**src/rtl/str_tx_pkg.sv**
```systemverilog
// Shared definitions for the string transmitter and its matching receiver.
//   state_e    : sequencing FSM states (IDLE, SEND, DONE)
//   FRAME_BITS : bits per 8N1 frame (start + 8 data + stop)
//   START_BIT  : line level of the start bit
//   STOP_BIT   : line level of the stop bit, also the idle level
package str_tx_pkg;

    typedef enum logic [1:0] {
        ST_IDLE = 2'd0,
        ST_SEND = 2'd1,
        ST_DONE = 2'd2
    } state_e;

    localparam int   FRAME_BITS = 10;
    localparam logic START_BIT  = 1'b0;
    localparam logic STOP_BIT   = 1'b1;

endpackage

```
**src/rtl/str_tx_uart_tx.sv**
```systemverilog
// Single-byte 8N1 UART transmitter.
//   clk       : system clock, rising edge
//   rst       : synchronous active-high reset
//   load      : one-cycle strobe, starts a frame carrying data
//   data      : byte to send, sampled with load
//   dout      : serial line, high when no frame is active
//   active    : high while a frame is on the line
//   byte_done : one-cycle strobe in the last cycle of the stop bit;
//               a load in that same cycle chains the next frame seamlessly
module uart_tx
    import str_tx_pkg::*;
#(
    parameter int CLKS_PER_BIT = 868
) (
    input  logic       clk,
    input  logic       rst,
    input  logic       load,
    input  logic [7:0] data,
    output logic       dout,
    output logic       active,
    output logic       byte_done
);

    localparam int BAUD_W = (CLKS_PER_BIT > 1) ? $clog2(CLKS_PER_BIT) : 1;
    localparam int BIT_W  = $clog2(FRAME_BITS);
    localparam logic [BAUD_W-1:0] BAUD_LAST = BAUD_W'(CLKS_PER_BIT - 1);
    localparam logic [BIT_W-1:0]  BIT_LAST  = BIT_W'(FRAME_BITS - 1);

    logic              active_q,   active_d;
    logic [7:0]        shift_q,    shift_d;
    logic [BIT_W-1:0]  bit_cnt_q,  bit_cnt_d;
    logic [BAUD_W-1:0] baud_cnt_q, baud_cnt_d;
    logic              bit_end;

    assign bit_end   = active_q && (baud_cnt_q == BAUD_LAST);
    assign byte_done = bit_end && (bit_cnt_q == BIT_LAST);
    assign active    = active_q;

    always_comb begin
        active_d   = active_q;
        shift_d    = shift_q;
        bit_cnt_d  = bit_cnt_q;
        baud_cnt_d = baud_cnt_q;
        if (load) begin
            active_d   = 1'b1;
            shift_d    = data;
            bit_cnt_d  = '0;
            baud_cnt_d = '0;
        end else if (active_q) begin
            if (bit_end) begin
                baud_cnt_d = '0;
                if (bit_cnt_q == BIT_LAST) begin
                    active_d  = 1'b0;
                    bit_cnt_d = '0;
                end else begin
                    bit_cnt_d = bit_cnt_q + 1'b1;
                end
                // shift only after a data bit, so shift_q[0] is always the bit on the line
                if (bit_cnt_q != '0) begin
                    shift_d = {1'b0, shift_q[7:1]};
                end
            end else begin
                baud_cnt_d = baud_cnt_q + 1'b1;
            end
        end
    end

    always_comb begin
        dout = STOP_BIT;
        if (active_q) begin
            if (bit_cnt_q == '0) begin
                dout = START_BIT;
            end else if (bit_cnt_q == BIT_LAST) begin
                dout = STOP_BIT;
            end else begin
                dout = shift_q[0];
            end
        end
    end

    always_ff @(posedge clk) begin
        if (rst) begin
            active_q   <= 1'b0;
            shift_q    <= '0;
            bit_cnt_q  <= '0;
            baud_cnt_q <= '0;
        end else begin
            active_q   <= active_d;
            shift_q    <= shift_d;
            bit_cnt_q  <= bit_cnt_d;
            baud_cnt_q <= baud_cnt_d;
        end
    end

endmodule

```
**src/rtl/str_tx.sv**
```systemverilog
// String transmitter: sends NUM_CHARS captured characters back to back as
// 8N1 UART frames, index 0 first.
//   clk   : system clock, rising edge
//   rst   : synchronous active-high reset, aborts any transfer at once
//   start : transfer request, honoured only in IDLE or DONE
//   chars : characters to send, character i is chars[8*i+7:8*i]
//   dout  : serial line, idle high
//   busy  : high while a transfer is in progress
//   done  : one-cycle pulse after the last stop bit
//
// state   | meaning
// --------+-------------------------------------------------------------
// ST_IDLE | line idle, waiting for start
// ST_SEND | frames in flight, char_idx_q names the byte on the line
// ST_DONE | one-cycle completion pulse; start here chains a new transfer
module str_tx
    import str_tx_pkg::*;
#(
    parameter int CLKS_PER_BIT = 868,
    parameter int NUM_CHARS    = 16
) (
    input  logic                   clk,
    input  logic                   rst,
    input  logic                   start,
    input  logic [8*NUM_CHARS-1:0] chars,
    output logic                   dout,
    output logic                   busy,
    output logic                   done
);

    localparam logic [4:0] LAST_IDX = 5'(NUM_CHARS - 1);

    state_e                 state_q,    state_d;
    logic [8*NUM_CHARS-1:0] chars_q,    chars_d;
    logic [4:0]             char_idx_q, char_idx_d;

    logic       tx_load;
    logic [7:0] tx_data;
    logic       tx_dout;
    logic       tx_active;
    logic       tx_byte_done;
    logic [4:0] idx_next;
    logic [7:0] next_byte;

    assign idx_next = char_idx_q + 5'd1;

    // constant-index mux keeps every read inside the capture register
    always_comb begin
        next_byte = '0;
        for (int i = 0; i < NUM_CHARS; i++) begin
            if (idx_next == 5'(i)) begin
                next_byte = chars_q[8*i +: 8];
            end
        end
    end

    always_comb begin
        state_d    = state_q;
        chars_d    = chars_q;
        char_idx_d = char_idx_q;
        tx_load    = 1'b0;
        tx_data    = next_byte;
        case (state_q)
            ST_IDLE, ST_DONE: begin
                state_d = ST_IDLE;
                if (start) begin
                    // first byte comes straight from the port since the
                    // capture register only updates at this same edge
                    state_d    = ST_SEND;
                    chars_d    = chars;
                    char_idx_d = '0;
                    tx_load    = 1'b1;
                    tx_data    = chars[7:0];
                end
            end
            ST_SEND: begin
                if (tx_byte_done) begin
                    if (char_idx_q == LAST_IDX) begin
                        state_d    = ST_DONE;
                        char_idx_d = '0;
                    end else begin
                        char_idx_d = idx_next;
                        tx_load    = 1'b1;
                    end
                end
            end
            default: begin
                state_d = ST_IDLE;
            end
        endcase
    end

    always_ff @(posedge clk) begin
        if (rst) begin
            state_q    <= ST_IDLE;
            chars_q    <= '0;
            char_idx_q <= '0;
        end else begin
            state_q    <= state_d;
            chars_q    <= chars_d;
            char_idx_q <= char_idx_d;
        end
    end

    uart_tx #(
        .CLKS_PER_BIT(CLKS_PER_BIT)
    ) u_uart_tx (
        .clk       (clk),
        .rst       (rst),
        .load      (tx_load),
        .data      (tx_data),
        .dout      (tx_dout),
        .active    (tx_active),
        .byte_done (tx_byte_done)
    );

    assign dout = (state_q == ST_SEND) ? tx_dout : STOP_BIT;
    assign busy = (state_q == ST_SEND);
    assign done = (state_q == ST_DONE);

endmodule

```
**config.mk**
```make
export PLATFORM = sky130hd
export DESIGN_NAME = str_tx
export DESIGN_NICKNAME = d
export VERILOG_FILES = /design/src/rtl/str_tx_pkg.sv /design/src/rtl/str_tx_uart_tx.sv /design/src/rtl/str_tx.sv
export SDC_FILE = /design/constraint.sdc
export NUM_CORES = 1
export LEC_CHECK = 0
export BUFFER_PORTS_ARGS = -buffer_cell sky130_fd_sc_hd__buf_2
export CORE_AREA = 2 2 181 183
export DETAILED_ROUTE_END_ITERATION = 7
export DIE_AREA = 0 0 183 185
export SLEW_MARGIN = 30
export SYNTH_ARGS = -nofsm -noshare
export SYNTH_HDL_FRONTEND = slang
export SYNTH_HIERARCHICAL = 1
export SYNTH_SLANG_ARGS = --single-unit
```
**constraint.sdc**
```tcl
create_clock -name clk -period 4.9 [get_ports clk]
set_input_delay 0.98 -clock clk [delete_from_list [all_inputs] [get_ports clk]]
set_output_delay 0.98 -clock clk [all_outputs]
set_load 0.05 [all_outputs]
```
* Word level (Yosys, flattened, before mapping)
Cells that the tools add are included.
** Cells by class
- Reduce and logical (&&, ||, !) cells :: 17
- $add $sub $neg :: 3
- Equality and inequality tests :: 23
- Mux-type cells :: 44
** Operators with widths (count)
- $mux W8 :: 22
- $eq A5 B4 Y1 const B :: 9
- $eq A5 B3 Y1 const B :: 4
- $mux W5 :: 3
- $mux W1 :: 12
- $add A10 B1 Y10 const B :: 1
- $eq A10 B10 Y1 const B :: 1
- $eq A5 B2 Y1 const B :: 2
- $mux W10 :: 1
- $pmux W5 S2 :: 1
- $reduce_bool A2 Y1 :: 4
- $reduce_and A2 Y1 :: 3
- $reduce_and A3 Y1 :: 2
- $add A5 B1 Y5 const B :: 1
- $eq A5 B1 Y1 const B :: 1
- $logic_not A5 Y1 :: 1
- $add A4 B1 Y4 const B :: 1
- $eq A4 B4 Y1 const B :: 1
- $logic_not A4 Y1 :: 1
- $mux W2 :: 2
- $mux W4 :: 1
- $ne A2 B1 Y1 const B :: 2
- $pmux W2 S2 :: 1
- $reduce_bool A4 Y1 :: 1
- other kinds (7) :: 9
** Word-level totals
- Logic and storage cells :: 94
- Output and inout port bits :: 3
- Flip-flop bits (word level) :: 158

* Depth between registers and ports, before layout
Gate-level depths: netlist of the first run.
- Depth in word-level cells :: 21
- Gate-level depth with buffers :: 16
- Gate-level depth less buffers :: 12

* By module
Netlist of the first run, hierarchy kept.
** Modules (own cells, without submodules)
- str_tx :: sequential area each 2702.6 µm², area an instance 6744.0 µm², instances 1, cells an instance 955
- uart_tx :: sequential area each 460.4 µm², area an instance 1141.1 µm², instances 1, cells an instance 131

* Worst setup path after synthesis of the first run
Ideal clock, no wire load.
- Path type :: register to register
- Start point :: register char_idx_q[1]
- End point :: register u_uart_tx.shift_q[0]
- Path slack :: 1.645 ns
- Required time :: 4.805 ns
- Data arrival time :: 3.160 ns
- Library setup time :: 0.095 ns
- Clock period less this slack :: 3.255 ns
- Stages on the path, launching flop included :: 16
- Cell sequence :: dfxtp_1 -> ha_1 -> buf_2 -> clkbuf_1 -> nand3_1 -> inv_1 -> ha_1 -> buf_2 -> nor2b_1 -> a41oi_1 -> a211oi_1 -> a311oi_1 -> o2111ai_1 -> a22oi_1 -> inv_1 -> a221oi_1
** On the way
- Longest elaborated chain between the ends :: 21
- Elaborated cells on any way between the ends :: 44
** RTL lines
- start, declared :: RTL line str_tx.sv:35 : logic [4:0] char_idx_q, char_idx_d;
- start signal, assigned :: RTL line str_tx.sv:101 : char_idx_q <= char_idx_d;
- $add A5 B1 Y5 * :: RTL line str_tx.sv:45 : assign idx_next = char_idx_q + 5'd1;
- $logic_not A5 Y1 :: RTL line str_tx.sv:51 : if (idx_next == 5'(i)) begin
- $mux W8 (15 in a row) :: RTL line str_tx.sv:51
- $mux W8 * :: RTL line str_tx.sv:51
- $mux W8 :: RTL line str_tx.sv:66 : if (start) begin
- $mux W8 * :: RTL line str_tx.sv:63 : case (state_q)
- named net tx_data[0] :: RTL line str_tx.sv:38 : logic [7:0] tx_data;
- $mux W8 * :: RTL line str_tx_uart_tx.sv:44 : if (load) begin
- end signal, assigned :: RTL line str_tx_uart_tx.sv:89 : shift_q <= shift_d;
- end, declared :: RTL line str_tx_uart_tx.sv:30 : logic [7:0] shift_q, shift_d;
Mark *: on every way through the listed nets, which the timed path passes. The rest lies on a longest branch.
A chain may end at the register's enable or synchronous reset.

* Worst setup path in the final report of the first run
Ends and elaborated chain as after synthesis.

==> results of run 1 <==
final timing paths:
kind | startpoint | endpoint | slack [ns] | depth (start not counted)
min reg2reg | chars_q[110] | chars_q[110] | 0.46 | 2
max reg2reg | char_idx_q[1] | u_uart_tx/shift_q[0] | 1.35 | 13
min | chars_q[110] | chars_q[110] | 0.46 | 2
max | char_idx_q[1] | u_uart_tx/shift_q[0] | 1.35 | 13
power breakdown:
group / switching [mW] / internal (mW) / total, mW
logic: 0.187 / 0.117 / 0.304
clock network: 0.601 / 0.681 / 1.28
registers: 0.0509 / 1.36 / 1.41
total: 0.840 / 2.15 / 2.99
final cells by class:
cell class	count	share of cell area
sequential	158	0.3372
tap	408	0.05443
timing repair buffer	147	0.08244
multi-input combinational	806	0.4521
clock buffer	18	0.04682
inverter	34	0.01361
clock inverter	14	0.01334
logic make-up (layout without fill, tap and decap cells):
group / after synthesis / after routing
AO/OA/AOI/OAI: 333 / 333
XOR/XNOR: 9 / 9
adder cells (fa/ha/maj): 8 / 8
buffers and inverters: 122 / 213
flip-flops: 158 / 158
multiplexers: 3 / 3
AND/OR/NAND/NOR: 453 / 453
critical path: stages, from the launching register on:
cell and delay (ns):
sky130_fd_sc_hd__dfxtp_1 0.56, sky130_fd_sc_hd__ha_1 0.22, sky130_fd_sc_hd__buf_4 0.23, sky130_fd_sc_hd__nand3_1 0.13, sky130_fd_sc_hd__inv_1 0.09, sky130_fd_sc_hd__ha_1 0.26, sky130_fd_sc_hd__nor2b_1 0.17, sky130_fd_sc_hd__a41oi_1 0.55
sky130_fd_sc_hd__a211oi_1 0.11, sky130_fd_sc_hd__a311oi_1 0.39, sky130_fd_sc_hd__o2111ai_1 0.20, sky130_fd_sc_hd__a22oi_1 0.21, sky130_fd_sc_hd__inv_1 0.06, sky130_fd_sc_hd__a221oi_1 0.28
placed cells by master (no fill, tap or decap), types with 7 or more instances in the layout:
cell type	count
sky130_fd_sc_hd__a22o_1	7
sky130_fd_sc_hd__a221oi_1	15
sky130_fd_sc_hd__a22oi_1	10
sky130_fd_sc_hd__nand3_1	16
sky130_fd_sc_hd__dfxtp_1	158
sky130_fd_sc_hd__nor2b_1	13
sky130_fd_sc_hd__nand2_1	328
sky130_fd_sc_hd__buf_2	132
sky130_fd_sc_hd__a211oi_1	9
sky130_fd_sc_hd__o211ai_1	13
sky130_fd_sc_hd__o21ai_0	35
sky130_fd_sc_hd__clkbuf_16	17
sky130_fd_sc_hd__ha_1	7
sky130_fd_sc_hd__nor2_1	46
sky130_fd_sc_hd__buf_4	15
sky130_fd_sc_hd__a32oi_1	7
sky130_fd_sc_hd__a31oi_1	11
sky130_fd_sc_hd__a21oi_1	177
sky130_fd_sc_hd__inv_1	33
per-layer routing:
layer	wire, um	part of all wire
met5	0	0
met4	574	0.022
met3	1172	0.044
met2	11890	0.45
met1	12790	0.48
cell usage after synthesis (all sizes together), types with 3 or more instances:
library cell	count
nand2	328
a32oi	7
o21ai	37
a32o	3
nand3b	7
clkbuf	68
mux2i	3
and3	4
o221ai	3
nor2	46
o2111ai	5
buf	20
xnor2	6
nor2b	14
ha	8
o31ai	4
inv	34
a22o	7
dfxtp	158
a21o	4
nand3	16
a31oi	11
nor3b	3
xor2	3
and2	5
a22oi	10
a221oi	15
nor3	4
nand2b	7
a21boi	6
a211oi	9
o22ai	3
a311oi	4
o211ai	13
nand4	6
a21oi	177
flip-flops by register name, indices dropped and copies added, names as in the netlist:
signal	count
u_uart_tx/bit_cnt_q	4
chars_q	128
u_uart_tx/active	1
char_idx_q	5
state_q	2
u_uart_tx/baud_cnt_q	10
u_uart_tx/shift_q	8
per-stage QoR:
stage	hold WS [ns]	utilization	instance area, sq um	worst slack (ns)	instances
final	0.4568	0.2927	9379	1.346	1585
after global routing	0.4739	0.2927	9379	1.043	1585
after CTS	0.4580	0.2927	9379	1.384	1585
after detailed placement	0.4488	0.2751	8815	1.399	1553
after floorplan	0.4311	-	7885	1.645	1086
after global placement	0.4434	0.2750	8811	1.506	1553
==> qor.csv, run 1 <==
metric,value,unit
critPathMaxFanout,19,
syn_inst,1086,
wire_per_inst,16.67,um
ioPinCount,134,
crit_arrival,3.89,ns
register_area,3163,sq um
clock_skew,0.008744,ns
detailed_route_wl,26430,um
synth_flop_cell,sky130_fd_sc_hd__dfxtp_1,
multi_input_comb_area,4240,sq um
worstSetupStartpointType,flip-flop,
use_met2,0.2409,
netlist_top_cells_area,"sky130_fd_sc_hd__dfxtp_1 (40%), sky130_fd_sc_hd__nand2_1 (16%), sky130_fd_sc_hd__a21oi_1 (11%), sky130_fd_sc_hd__clkbuf_1 (3.2%), sky130_fd_sc_hd__o21ai_0 (2.2%)",
tritoncts,built,
leakage,3.528,nW
outcome,finished clean,
multiplexer_share_of_the_synthesized_area,0.003808,
clk_latency,0.44,ns
netlist.top_cell.by_area,sky130_fd_sc_hd__dfxtp_1,
post_route_cells_drive_above_1_share,0.1674,
post_layout_power,2.994,mW
die_height,185,um
initial_utilization,0.2461,
grt_antenna_before_repair,0,
synth-async-reset-ratio,0,
synth_top_area_share,0.4011,
mean_number_of_vias_per_cell,4.953,
cts.hold.buffers_added,0,
die_area,33860,sq um
grt_first_pass_wirelength,40230,um
synth_warnings,6,
grt_setup_unrepaired,no,
tightest_slew,0.8611,ns
dr_total_vias,7851,
synth.distinct_cells,69,
synth-adder-area-share,0.01269,
maximum_number_of_pins_on_one_net_before_global_route_repair,78,
postSynthNetCount,1225,
groute.layer.met1.usage,0.2129,
insertedDiodeCount,0,
min_period,3.554,ns
timing.hold.worst.class,reg2reg,
buffer_count_from_post_cts_setup_fixing,0,
finalHoldViolCount,0,
grt_pass1_vias,7210,
vdd.ir_drop.worst,0.1972,mV
timing.final.crit_share,0.7254,
setup-violations-final,0,
syn_avg_cell_area,7.261,sq um
initialDrtViolationCount,578,
synth_simple_gate_area_share,0.2479,
slew-limit-headroom,0.4259,
synth_compound_area_frac,0.2607,
cts_root_buffer,sky130_fd_sc_hd__clkbuf_16,
port_buffer_cells,133,
final_net_count,1303,
worst_setup_path_end_kind,flip-flop,
mapped_area,7885,sq um
critical_path_required,5.24,ns
maxCapViolations,0,
cts_max_level,4,
drt_pass1_iterations,5,
clkSinkCount,158,
power.density,319.2,nW/um^2
number_of_flops_mapped_to_enable_cells_by_yosys,0,
tns,0,ns
post_synth_xor_area_fraction,0.009997,
fillerInstances,3521,
placement_rows,66,
crit_type,reg2reg,
synth.ff_latch_count,158,
dpl.hpwl,19680,um
antenna_left,0,
clock_buffer_count_from_cts,17,
core,32040,sq um
slew_violations,0,
drt_drc_violations_left,0,
dominant_combinational_cell_family_by_area_after_synthesis,compound AO/OA/AOI/OAI gates,
cts_resized,0,
fmaxAchievable,281.3,MHz
clockBufferDepth,2,
area_growth_syn_to_layout,18.95,%
total_grt_overflow,0,
grt_util_met3,0.02851,
seq_area_frac_synth,0.4011,
grt.total_usage,0.1539,
die_width,183,um
path_clk_slew,0.07,ns
gp_congestion,0.8773,
grt.busiest_layer,met2,
Note: power is estimated with default switching activity, not from simulation.
==> run 2: changes to the inputs <==
Clock period 4.9 ns to 3 ns, I/O delays scaled along.
==> qor.csv, run 2 (same netlist as run 1, synthesis figures left out) <==
metric,value,unit,change
cts_max_level,4,,unchanged
tightest_slew,0.7738,ns,was 0.8611 ns
share_comb_of_total_power,0.102,,about the same
grt_pass1_vias,7568,,"was 7,210"
outcome,finished clean,,unchanged
holdCritStartpoint,chars[113],,was chars_q[110]
crit_arrival,3.21,ns,was 3.89 ns
worst_slack,0.1311,ns,was 1.346 ns
critPathMostFrequentCell,sky130_fd_sc_hd__ha_4,,
fmaxAchievable,348.6,MHz,was 281.3 MHz
min_path_cells,3,,was 2
dr_total_vias,7938,,"was 7,851"
reg_to_reg_end,u_uart_tx/shift_q[5],,was u_uart_tx/shift_q[0]
clockBufferDepth,2,,unchanged
relative_contribution_of_the_clock_network_to_total_power,0.444,,was 0.428
mean_number_of_vias_per_cell,4.906,,was 4.953
critPathMaxStageDelay,0.48,ns,was 0.56 ns
drt_pass1_iterations,5,,unchanged
hold_path_end,chars_q[113],,was chars_q[110]
crit_type,reg2reg,,unchanged
most_flop_heavy_register,chars_q,,unchanged
worst_hold_slack,0.4052,ns,was 0.4568 ns
internal-power,3.749,mW,was 2.155 mW
tritoncts,built,,unchanged
total_grt_overflow,0,,unchanged
r2r_setup_slack,0.13,ns,was 1.35 ns
initial_utilization,0.2461,,unchanged
wire_per_inst,16.42,um,was 16.67 um
clk_latency,0.43,ns,was 0.44 ns
antenna_left,0,,unchanged
tns,0,ns,unchanged
clock_skew,0.01022,ns,was 0.008744 ns
setup-violations-final,0,,unchanged
largest_register_ff_count,128,,unchanged
worstSetupStartpointType,flip-flop,,unchanged
detailed_route_wl,26570,um,"was 26,430 um"
worst_setup_path_end_kind,flip-flop,,unchanged
power.density,514.4,nW/um^2,was 319.2 nW/um^2
insertedDiodeCount,0,,unchanged
critical_path.n_buffers_inverters,3,,unchanged
grt_antenna_before_repair,0,,unchanged
maximum_number_of_pins_on_one_net_before_global_route_repair,88,,was 78
mostFrequentLayoutCell,sky130_fd_sc_hd__nand2_1,,unchanged
finalHoldViolCount,0,,unchanged
die_width,183,um,unchanged
grt_setup_unrepaired,yes,,was no
timing.final.crit_share,0.9563,,was 0.7254
path_clk_slew,0.07,ns,about the same
leakage,3.732,nW,was 3.528 nW
critPathMaxFanout,5,,was 19
vdd.ir_drop.worst,0.3473,mV,was 0.1972 mV
layout.cells.non_filler,1618,,"was 1,585"
total_switching_power,1.299,mW,was 0.8396 mW
cp_top_family,compound AO/OA/AOI/OAI gates,,unchanged
timing.reg2reg.worst_path_depth,13,,unchanged
min_period,2.869,ns,was 3.554 ns
grt.total_usage,0.1570,,was 0.1539
post_route_cells_drive_above_1_share,0.2025,,was 0.1674
ioPinCount,134,,unchanged
biggestRegsByFlops,"chars_q: 128 flops, u_uart_tx/baud_cnt_q: 10 flops, u_uart_tx/shift_q: 8 flops",,unchanged
clkSinkCount,158,,unchanged
switching_share,0.2572,,was 0.2804
drt_drc_violations_left,0,,unchanged
worst_path_max_delay_cell,sky130_fd_sc_hd__or4b_4,,was sky130_fd_sc_hd__dfxtp_1
timing.hold.worst.class,in2reg,,was reg2reg
r2r_start,char_idx_q[1],,unchanged
critical_path_required,3.34,ns,was 5.24 ns
area_growth_syn_to_layout,24.45,%,was 18.95%
grt_first_pass_wirelength,41480,um,"was 40,230 um"
slew-limit-headroom,0.4806,,was 0.4259
core,32040,sq um,unchanged
final_net_count,1338,,"was 1,303"
worstPathCellList,"ha_4, nand3_4, inv_2, ha_4, or4b_4, o41ai_4, o2111ai_1, a311oi_1, buf_4, o2111ai_2, a22oi_1, inv_1, a221oi_2",,"was ha_1, buf_4, nand3_1, inv_1, ha_1, nor2b_1, a41oi_1, a211oi_1, a311oi_1, o2111ai_1, a22oi_1, inv_1, a221oi_1"
port_buffer_cells,133,,unchanged
maxCapViolations,0,,unchanged
dpl.hpwl,19960,um,"was 19,680 um"
die_height,185,um,unchanged
slew_violations,0,,unchanged
dp_worst_setup_slack,0.06235,ns,was 1.399 ns
clock_buffer_count_from_cts,17,,unchanged
post_layout_power,5.048,mW,was 2.994 mW
gp_congestion,0.8996,,was 0.8773
initialDrtViolationCount,566,,was 578
placed_instance_count,1587,,"was 1,553"
cts_root_buffer,sky130_fd_sc_hd__clkbuf_16,,unchanged
cts.hold.buffers_added,0,,unchanged
die_area,33860,sq um,unchanged
layout.cells.most_common_list,"sky130_fd_sc_hd__nand2_1 (327), sky130_fd_sc_hd__a21oi_1 (177), sky130_fd_sc_hd__dfxtp_1 (156)",,"was sky130_fd_sc_hd__nand2_1 (328), sky130_fd_sc_hd__a21oi_1 (177), sky130_fd_sc_hd__dfxtp_1 (158)"
placement_rows,66,,unchanged
power.share.sequential,0.454,,was 0.470
[run 2: cell types whose count changed in the layout (fill, tap and decap cells not counted), sizes merged]
cell	previous run	this run
buf	147	182
bufinv	0	3
clkinv	5	2
inv	42	39
clkinvlp	1	2
[run 2: metrics by stage]
stage | utilization | area [sq um]
finish | 0.3063 | 9813
global route | 0.3063 | 9813
CTS | 0.3033 | 9717
detailed placement | 0.2846 | 9117
global placement | 0.2846 | 9117
floorplan | - | 7921
[run 2: cell type report]
type,count,area [sq um]
timing repair buffer,182,1077
multi-input combinational,806,4330
inverter,34,127.6
fill,3475,22230
tap,408,510.5
clock inverter,12,160.2
sequential,158,3168
clock buffer,18,439.2
[run 2: what timing repair did]
item / 4_1_cts / 5_1_grt
endpoints found under the setup margin: 0 / 8
setup buffers: 0 / 1
gates resized for setup: 0 / 18
[run 2: worst max path at each step]
stage,slack (ns),end,depth (start not counted),from
after floorplan,0.01,u_uart_tx/shift_q[0],15,char_idx_q[1]
after global placement,0.14,u_uart_tx/shift_q[0],13,char_idx_q[1]
after detailed placement,0.06,u_uart_tx/shift_q[0],13,char_idx_q[1]
after CTS,0.03,u_uart_tx/shift_q[0],13,char_idx_q[1]
after global routing,-0.05,u_uart_tx/shift_q[5],13,char_idx_q[1]
final,0.13,u_uart_tx/shift_q[5],13,char_idx_q[1]
[run 2: power by group through the flow]
stage	Clock (mW)	Sequential (mW)	Combinational [mW]
after detailed placement	0	2.34	0.513
after CTS	2.29	2.29	0.515
final	2.24	2.29	0.514
after global routing	2.38	2.30	0.578
after floorplan	0	2.30	0.318
after global placement	0	2.34	0.508
[run 2: routing by layer]
layer,global-route usage,up-vias,share of wire
li1,-,3963,-
met1,0.2175,3731,0.48
met2,0.2518,221,0.46
met3,0.02792,23,0.049
met4,0.04064,0,0.013
met5,0,-,0
[run 2: worst register-to-register path, cell delays in order, from the launching register on]
cell	delay [ns]
sky130_fd_sc_hd__dfxtp_4	0.35
sky130_fd_sc_hd__ha_4	0.17
sky130_fd_sc_hd__nand3_4	0.08
sky130_fd_sc_hd__inv_2	0.05
sky130_fd_sc_hd__ha_4	0.29
sky130_fd_sc_hd__or4b_4	0.48
sky130_fd_sc_hd__o41ai_4	0.08
sky130_fd_sc_hd__o2111ai_1	0.16
sky130_fd_sc_hd__a311oi_1	0.30
sky130_fd_sc_hd__buf_4	0.18
sky130_fd_sc_hd__o2111ai_2	0.10
sky130_fd_sc_hd__a22oi_1	0.21
sky130_fd_sc_hd__inv_1	0.07
sky130_fd_sc_hd__a221oi_2	0.26
==> run 3: changes to the inputs <==
Settings changed: CTS_BUF_LIST from default to sky130_fd_sc_hd__clkbuf_4 sky130_fd_sc_hd__clkbuf_8.
==> qor.csv, run 3 (same netlist as run 1, synthesis figures left out) <==
metric,value,unit,change
clock_buffer_count_from_cts,17,,unchanged
drt_drc_violations_left,0,,unchanged
setup-violations-final,0,,unchanged
antenna_left,0,,unchanged
crit_arrival,3.23,ns,was 3.21 ns
maximum_number_of_pins_on_one_net_before_global_route_repair,88,,unchanged
tritoncts,built,,unchanged
path_clk_slew,0.10,ns,was 0.07 ns
vdd.ir_drop.worst,0.2420,mV,was 0.3473 mV
total_switching_power,1.227,mW,was 1.299 mW
detailed_route_wl,26560,um,"was 26,570 um"
core,32040,sq um,unchanged
clockBufferDepth,2,,unchanged
register_area,3168,sq um,unchanged
grt_first_pass_wirelength,41240,um,"was 41,480 um"
timing.hold.worst.class,in2reg,,unchanged
min_period,2.859,ns,was 2.869 ns
most_flop_heavy_register,chars_q,,unchanged
mean_number_of_vias_per_cell,4.900,,was 4.906
grt.busiest_layer,met2,,unchanged
area_growth_syn_to_layout,22.06,%,was 24.45%
slew-limit-headroom,0.4807,,was 0.4806
total_grt_overflow,0,,unchanged
worstPathCellList,"ha_4, nand3_4, inv_2, ha_4, or4b_4, o41ai_4, o2111ai_1, a311oi_1, buf_4, o2111ai_2, a22oi_1, inv_1, a221oi_2",,unchanged
worst_path_max_delay_cell,sky130_fd_sc_hd__or4b_4,,unchanged
dp_worst_setup_slack,0.06235,ns,unchanged
dr_total_vias,7933,,"was 7,938"
grt_setup_unrepaired,yes,,unchanged
share_comb_of_total_power,0.115,,was 0.102
r2r_setup_slack,0.14,ns,was 0.13 ns
timing.final.crit_share,0.9531,,was 0.9563
power.share.sequential,0.510,,was 0.454
initial_utilization,0.2461,,unchanged
die_area,33860,sq um,unchanged
worst_slack,0.1406,ns,was 0.1311 ns
drt_pass1_iterations,5,,unchanged
clkSinkCount,158,,unchanged
grt_util_met3,0.03225,,was 0.02792
initialDrtViolationCount,566,,unchanged
layout.cells.most_common_list,"sky130_fd_sc_hd__nand2_1 (327), sky130_fd_sc_hd__a21oi_1 (177), sky130_fd_sc_hd__dfxtp_1 (156)",,unchanged
maxCapViolations,0,,unchanged
tightest_slew,0.7737,ns,was 0.7738 ns
grt.total_usage,0.1563,,was 0.1570
gp_congestion,0.8996,,unchanged
port_buffer_cells,133,,unchanged
largest_register_ff_count,128,,unchanged
groute.layer.met1.usage,0.2129,,was 0.2175
biggestRegsByFlops,"chars_q: 128 flops, u_uart_tx/baud_cnt_q: 10 flops, u_uart_tx/shift_q: 8 flops",,unchanged
outcome,finished clean,,unchanged
worst_setup_path_end_kind,flip-flop,,unchanged
dpl.hpwl,19960,um,unchanged
die_width,183,um,unchanged
finalHoldViolCount,0,,unchanged
critical_path.n_buffers_inverters,3,,unchanged
use_met2,0.2489,,was 0.2518
worst_hold_slack,0.3631,ns,was 0.4052 ns
critPathMaxFanout,5,,unchanged
die_height,185,um,unchanged
internal-power,3.260,mW,was 3.749 mW
power.density,466.2,nW/um^2,was 514.4 nW/um^2
wire_per_inst,16.41,um,was 16.42 um
cp_top_family,compound AO/OA/AOI/OAI gates,,unchanged
placement_rows,66,,unchanged
worstSetupStartpointType,flip-flop,,unchanged
final_net_count,1338,,unchanged
slew_violations,0,,unchanged
fillerInstances,3501,,"was 3,475"
cts.hold.buffers_added,0,,unchanged
fmaxAchievable,349.7,MHz,was 348.6 MHz
clk_latency,0.46,ns,was 0.43 ns
post_route_cells_drive_above_1_share,0.2025,,unchanged
grt_antenna_before_repair,0,,unchanged
crit_type,reg2reg,,unchanged
cts_max_level,4,,unchanged
cts_root_buffer,sky130_fd_sc_hd__clkbuf_8,,was sky130_fd_sc_hd__clkbuf_16
critPathMaxStageDelay,0.48,ns,about the same
grt_pass1_vias,7595,,"was 7,568"
leakage,3.644,nW,was 3.732 nW
mostFrequentLayoutCell,sky130_fd_sc_hd__nand2_1,,unchanged
multi_input_comb_area,4330,sq um,unchanged
critPathMostFrequentCell,sky130_fd_sc_hd__ha_4,,unchanged
critical_path_required,3.37,ns,was 3.34 ns
ioPinCount,134,,unchanged
relative_contribution_of_the_clock_network_to_total_power,0.375,,was 0.444
clock_skew,0.009245,ns,was 0.01022 ns
switching_share,0.2734,,was 0.2572
[run 3: cell count changes in the layout (fill, tap and decap cells not counted)]
cell                        previous run  this run
sky130_fd_sc_hd__clkbuf_16            17         0
sky130_fd_sc_hd__diode_2               0         1
sky130_fd_sc_hd__clkbuf_8              1        18
[run 3: layout make-up]
type / instances / share of cell area
Antenna cell: 1 / 0.0002600
Clock buffer: 18 / 0.02574
Clock inverter: 12 / 0.01664
Inverter: 34 / 0.01326
Multi-Input combinational cell: 806 / 0.4499
Sequential cell: 158 / 0.3292
Tap cell: 408 / 0.05304
Timing Repair Buffer: 182 / 0.1119
[run 3: tightest hold or removal path, stage by stage]
cell and delay (ns):
sky130_fd_sc_hd__buf_2 0.09, sky130_fd_sc_hd__nand2_1 0.05, sky130_fd_sc_hd__a21oi_1 0.05
[run 3: per-layer routing]
| layer | up-vias | part of all wire |
|---|---|---|
| li1 | 3966 | - |
| met1 | 3703 | 0.47 |
| met2 | 238 | 0.46 |
| met3 | 26 | 0.054 |
| met4 | 0 | 0.015 |
| met5 | - | 0 |
[run 3: timing repair]
item,4_1_cts,5_1_grt
gates resized for setup,0,18
buffers inserted,0,1
endpoints found under the setup margin,0,8
[run 3: final timing paths]
kind,from,endpoint,cells after the start
worst max-delay path,char_idx_q[1],u_uart_tx/shift_q[5],13
worst min-delay path,chars[113],chars_q[113],3
worst max register to register,char_idx_q[1],u_uart_tx/shift_q[5],13
worst min register to register,chars_q[47],chars_q[47],2
[run 3: power by group through the flow]
stage	clock network, mW	logic, mW	registers (mW)
floorplan	0	0.318	2.30
global placement	0	0.508	2.34
detailed placement	0	0.513	2.34
CTS	1.72	0.515	2.29
global route	1.81	0.578	2.30
finish	1.68	0.514	2.29
[run 3: metrics by stage]
step	total power, mW	utilization	TNS (ns)	area, sq um	instances
after floorplan	2.622	-	0	7921	1086
after global placement	2.844	0.2846	0	9117	1587
after detailed placement	2.851	0.2846	0	9117	1587
after CTS	4.528	0.2973	0	9525	1617
after global routing	4.697	0.3003	-0.05943	9622	1618
final	4.487	0.3004	0	9624	1619
